$ cat config.mk
export PLATFORM = sky130hd
export DESIGN_NAME = rob_ctrl
export DESIGN_NICKNAME = d
export VERILOG_FILES = /design/src/rtl/rob_ctrl_pkg.sv /design/src/rtl/rob_ctrl_ptr_ctr.sv /design/src/rtl/rob_ctrl.sv
export SDC_FILE = /design/constraint.sdc
export NUM_CORES = 1
export LEC_CHECK = 0
export CORE_MARGIN = 8
export CORE_UTILIZATION = 35
export CTS_CLUSTER_SIZE = 20
export DETAILED_ROUTE_END_ITERATION = 8
export GPL_TIMING_DRIVEN = 0
export PLACE_DENSITY = 0.77
export SLEW_MARGIN = 10
export SYNTH_ARGS = -nofsm -noshare
export SYNTH_HDL_FRONTEND = slang
export SYNTH_HIERARCHICAL = 1
export SYNTH_SLANG_ARGS = --single-unit
$ cat constraint.sdc
create_clock -name clk -period 2.65 [get_ports clk]
set_input_delay 0.265 -clock clk [delete_from_list [all_inputs] [get_ports clk]]
set_output_delay 0.265 -clock clk [all_outputs]
set_load 0.005 [all_outputs]
$ cat src/rtl/rob_ctrl_pkg.sv
// Shared sizing, exception vector and sequencing-state encoding for the ROB controller.
package rob_ctrl_pkg;
  localparam int unsigned ROB_SLOTS    = 16;
  localparam int unsigned ROB_IDX_BITS = 4;
  localparam int unsigned ARCH_BITS    = 32;
  localparam logic [31:0] EXC_VECTOR   = 32'h0000_2000;

  typedef enum logic [1:0] {
    ST_RUN      = 2'd0,
    ST_FLUSH    = 2'd1,
    ST_REDIRECT = 2'd2
  } state_e;
endpackage

$ cat src/rtl/rob_ctrl_ptr_ctr.sv
// Mod-2^W ring pointer with increment and synchronous clear; used for ROB head and tail.
module rob_ptr_ctr #(
  parameter int unsigned W = 4
) (
  input  logic         clk,
  input  logic         rst,
  input  logic         clr,
  input  logic         inc,
  output logic [W-1:0] ptr
);
  logic [W-1:0] ptr_q, ptr_d;

  always_comb begin
    ptr_d = ptr_q;
    if (clr)      ptr_d = '0;
    else if (inc) ptr_d = ptr_q + 1'b1;
  end

  always_ff @(posedge clk) begin
    if (rst) ptr_q <= '0;
    else     ptr_q <= ptr_d;
  end

  assign ptr = ptr_q;
endmodule

$ cat src/rtl/rob_ctrl.sv
// ROB sequencing controller: in-order slot allocation, occupancy tracking and
// the exception flush / fetch-redirect sequence.
module rob_ctrl
  import rob_ctrl_pkg::*;
#(
  parameter int unsigned ROB_SLOTS    = rob_ctrl_pkg::ROB_SLOTS,
  parameter int unsigned ROB_IDX_BITS = rob_ctrl_pkg::ROB_IDX_BITS,
  parameter int unsigned ARCH_BITS    = rob_ctrl_pkg::ARCH_BITS,
  parameter logic [ARCH_BITS-1:0] EXC_VECTOR = rob_ctrl_pkg::EXC_VECTOR
) (
  input  logic                    clk,
  input  logic                    rst,
  input  logic                    alloc_req,
  output logic                    alloc_gnt,
  output logic [ROB_IDX_BITS-1:0] alloc_idx,
  output logic                    stall,
  input  logic                    commit_valid,
  input  logic                    commit_except,
  input  logic [ARCH_BITS-1:0]    commit_pc,
  input  logic [ARCH_BITS-1:0]    commit_addr,
  output logic                    rob_clear,
  output logic                    redirect_valid,
  output logic [ARCH_BITS-1:0]    redirect_pc,
  output logic [ARCH_BITS-1:0]    epc,
  output logic [ARCH_BITS-1:0]    ebadaddr,
  output logic [ROB_IDX_BITS:0]   count,
  output logic                    full,
  output logic                    empty
);
  localparam logic [ROB_IDX_BITS:0] FULL_CNT = (ROB_IDX_BITS+1)'(ROB_SLOTS);

  state_e                  state_q, state_d;
  logic [ROB_IDX_BITS:0]   count_q, count_d;
  logic [ARCH_BITS-1:0]    epc_q, ebad_q;
  logic                    rob_clear_q, redirect_q;
  logic [ROB_IDX_BITS-1:0] head, tail;
  logic                    eff_commit, exc_commit, retire, ptr_clr;

  assign full       = (count_q == FULL_CNT);
  assign empty      = (count_q == '0);
  assign eff_commit = (state_q == ST_RUN) && commit_valid && !empty;
  assign exc_commit = eff_commit && commit_except;
  assign retire     = eff_commit && !commit_except;
  // Pointers/count are zeroed on the excepting commit itself (so FLUSH already
  // shows count==0) and held at zero through FLUSH and REDIRECT.
  assign ptr_clr    = (state_q != ST_RUN) || exc_commit;

  rob_ptr_ctr #(.W(ROB_IDX_BITS)) u_tail (
    .clk(clk), .rst(rst), .clr(ptr_clr), .inc(alloc_gnt), .ptr(tail)
  );
  rob_ptr_ctr #(.W(ROB_IDX_BITS)) u_head (
    .clk(clk), .rst(rst), .clr(ptr_clr), .inc(retire), .ptr(head)
  );

  always_ff @(posedge clk) begin
    if (rst) state_q <= ST_RUN;
    else     state_q <= state_d;
  end

  always_comb begin
    state_d = state_q;
    case (state_q)
      ST_RUN:      if (exc_commit) state_d = ST_FLUSH;
      ST_FLUSH:    state_d = ST_REDIRECT;
      ST_REDIRECT: state_d = ST_RUN;
      default:     state_d = ST_RUN;
    endcase
  end

  always_comb begin
    alloc_gnt = 1'b0;
    stall     = 1'b1;
    if (state_q == ST_RUN) begin
      alloc_gnt = alloc_req && !full && !exc_commit;
      stall     = full;
    end
  end

  always_comb begin
    count_d = count_q;
    if (ptr_clr)                 count_d = '0;
    else if (alloc_gnt && !retire) count_d = count_q + 1'b1;
    else if (!alloc_gnt && retire) count_d = count_q - 1'b1;
  end

  always_ff @(posedge clk) begin
    if (rst) begin
      count_q     <= '0;
      epc_q       <= '0;
      ebad_q      <= '0;
      rob_clear_q <= 1'b0;
      redirect_q  <= 1'b0;
    end else begin
      count_q     <= count_d;
      rob_clear_q <= (state_d == ST_FLUSH);
      redirect_q  <= (state_d == ST_REDIRECT);
      if (exc_commit) begin
        epc_q  <= commit_pc;
        ebad_q <= commit_addr;
      end
    end
  end

  assign alloc_idx      = tail;
  assign count          = count_q;
  assign rob_clear      = rob_clear_q;
  assign redirect_valid = redirect_q;
  assign redirect_pc    = EXC_VECTOR;
  assign epc            = epc_q;
  assign ebadaddr       = ebad_q;

  logic unused_head;
  assign unused_head = ^head;
endmodule

==> flow_summary.json <==
{
  "status": "complete, but fails checks",
  "violations": "setup timing",
  "first_iter_violations": 173,
  "first_pass_iters": 4,
  "synth-edff-count": 0,
  "routedWlPerCell_um": 13.8,
  "peakVddDrop_mv": 0.315,
  "maxCapViolCount": 0,
  "critPathLaunchType": "register",
  "ys_seq_elements": 76,
  "synth_cell_types": 32,
  "start_util_pct": 36.2,
  "clk_latency_ns": 0.34,
  "critPathArrivalTime_ns": 2.97,
  "period_needed_ns": 2.70,
  "synthesis.area_um2": 3160,
  "yosys-top-cells-area": "dfxtp_1, nand2_1, a21oi_1",
  "cpPeakStageDelay_ns": 0.54,
  "min_period_over_period_pct": 102,
  "cts_max_level": 3,
  "die_h_um": 111,
  "crit_path_end_kind": "register",
  "grt_use_total_pct": 15.1,
  "synthMuxAreaShare_pct": 1.31,
  "place_congestion": 0.793,
  "std_cell_rows": 34,
  "die_area_um2": 12300,
  "first_global_vias": 3166,
  "switchingPower_mw": 1.23,
  "leakagePower_nw": 2.05,
  "gr-total-overflow": 0,
  "ys_async_sr_fraction_pct": 0,
  "finalHoldViolCount": 0,
  "skew_ns": 0.00957,
  "critical_path_class": "reg2reg",
  "yosys-top-cells-count": "nand2_1, dfxtp_1, a21oi_1",
  "synth_top_cell_area_share_pct": 48.1,
  "antenna_found_initial": 0,
  "grt_setup_unrepaired": "true",
  "hold_class": "reg2reg",
  "grt_pass1_wl_mm": 15.5,
  "max_freq_ghz": 0.371,
  "clkTransAtPathRegs_ns": 0.08,
  "tritoncts": "done",
  "synthXorXnorAreaFrac_pct": 0.831,
  "yosysWarnings": 6,
  "route.detailed.drc": 0,
  "max-slew-margin-rel_pct": 65.1,
  "synth_ff_type": "dfxtp_1",
  "tightest_slew_ns": 0.510,
  "synth_compound_area_share_pct": 13.7,
  "clock-root-buffer": "clkbuf_8",
  "synth_top_family_by_area": "simple AND/OR/NAND/NOR gates",
  "fin_nets": 667,
  "path_cells": "or4_4 > o211ai_1 > nand2_2 > nor2_4 > ha_4 > clkinvlp_4 > ha_4 > nor2_1 > a21oi_4 > mux2i_1 > mux2i_1",
  "port_buffers": 147,
  "stdcell_count": 705,
  "finalSetupViolCount": 1,
  "p_sw_share_pct": 31.8,
  "nFillCells": 760,
  "power_frac_comb_pct": 40.2,
  "crit_buf_inv": 1,
  "core_um2": 8720,
  "synth_top_area_cell": "dfxtp_1",
  "fin_total_pwr_mw": 3.85,
  "fin_setup_tns_ns": -0.0476,
  "yosysSeqAreaShare_pct": 48.1,
  "ant_nets": 0,
  "num_antenna_cells": 0,
  "final_util_pct": 60.1,
  "grt_max_degree": 14,
  "synth_cells": 394,
  "p_int_mw": 2.63,
  "cp_max_fo": 4,
  "routed_via_density": 4.43,
  "p_per_area_nw_per_um2": 735,
  "dieWidth_um": 111,
  "dp_cells": 679,
  "dp_hpwl_mm": 7.43,
  "fin_ws_ns": -0.0476,
  "numCtsBuffers": 9,
  "synth.most_common_cell": "nand2_1",
  "clock_path_buffers": 2,
  "placed_area_um2": 4900,
  "cpMaxStageDelayCell": "or4_4",
  "layout-drive-gt1-share_pct": 14.7,
  "yosys.area_share.simple_pct": 20.7,
  "synth_adder_area_share_pct": 2.61,
  "syn_area_per_cell_um2": 8.02,
  "vias": 3122,
  "seqPwrFrac_pct": 37.3,
  "required_ns": 2.93,
  "clkPwrFrac_pct": 22.5,
  "wirelength_mm": 9.72,
  "holdBufCountCts": 0,
  "hold_slack_ns": 0.456,
  "io_pins": 180,
  "slew_violations": 0,
  "rrSetupSlack_ns": -0.05,
  "cts_sinks": 76,
  "stdcell_area_um2": 5240,
  "area_growth_pct": 65.8,
  "pre_cts_ws_ns": -0.263,
  "critPathTopFamily": "simple AND/OR/NAND/NOR gates"
}
-- final cells by class --
cell class              instances  area (um^2)  share of cell area, %
plain buffers                  56          374                   7.14
clock buffers                  10          128                   2.44
clock inverters                 6         63.8                   1.22
inverters                       5         22.5                  0.430
multi-input cells             287         1430                   27.3
flip-flops and latches         76         1530                   29.2
well taps                     108          135                   2.58
repair buffers                157         1550                   29.6
-- logic make-up (layout without fill, tap and decap cells) --
kind of cell	after synthesis	in the layout
xor gates and xnor gates	3	3
buffers and inverters	61	234
and+or+nand+nor	163	163
other	2	32
AOI/OAI and AO/OA	79	79
adders and majority gates	6	6
DFF	76	76
muxes	4	4
-- state kept, by name, indices dropped and copies added (netlist names) --
name,cells
state_q,2
epc,32
rob_clear,1
count,5
ebadaddr,32
u_tail/ptr,4
-- power by group through the flow --
| stage | Sequential, mW | Clock [mW] | Combinational [mW] |
|---|---|---|---|
| global placement | 1.45 | 0 | 1.33 |
| detailed placement | 1.46 | 0 | 1.37 |
| floorplan | 1.47 | 0 | 0.684 |
| finish | 1.44 | 0.866 | 1.55 |
| CTS | 1.44 | 0.894 | 1.50 |
| global route | 1.46 | 0.938 | 1.70 |
-- final timing paths --
check | start | endpoint | depth (start not counted)
max | count[0] | count[4] | 11
min | epc[25] | epc[25] | 2
max reg2reg | count[0] | count[4] | 11
min reg2reg | epc[25] | epc[25] | 2
-- worst reg2reg max path, cell delays in order, from the launching register on --
cell,delay [ns]
dfxtp_4,0.36
or4_4,0.54
o211ai_1,0.20
nand2_2,0.10
nor2_4,0.14
ha_4,0.17
clkinvlp_4,0.15
ha_4,0.32
nor2_1,0.07
a21oi_4,0.11
mux2i_1,0.26
mux2i_1,0.21
-- repair_timing --
| action | 4_1_cts | 5_1_grt |
|---|---|---|
| pin swaps | 5 | 6 |
| setup buffers | 8 | 2 |
| gates resized for setup | 10 | 6 |
| endpoints found under the setup margin | 3 | 4 |
-- cells in the final DEF, fill, tap and decap left out, types with 2 or more instances in the layout --
master	count
clkinv_2	2
nor3b_1	3
buf_4	42
nor2_1	17
ha_1	2
clkbuf_8	9
ha_4	3
a21oi_2	2
clkinvlp_4	3
nand2_1	132
mux2i_1	3
conb_1	32
o211ai_1	2
buf_6	5
buf_2	8
dfxtp_4	2
xor2_1	2
clkbuf_1	12
dfxtp_1	73
inv_1	4
or2_2	2
clkdlybuf4s50_1	146
a21oi_1	68
-- per-layer routing --
layer  vias up  wire [um]  share of wire [%]  GRT usage (%)
met2       134       4560                 47           25.9
met3         9       1110                 11           7.31
li1       1612          -                  -              -
met5         -          0                  0              0
met1      1367       3950                 41           16.0
met4         0        108                1.1           4.80
Power figures use the tool's default switching activity.
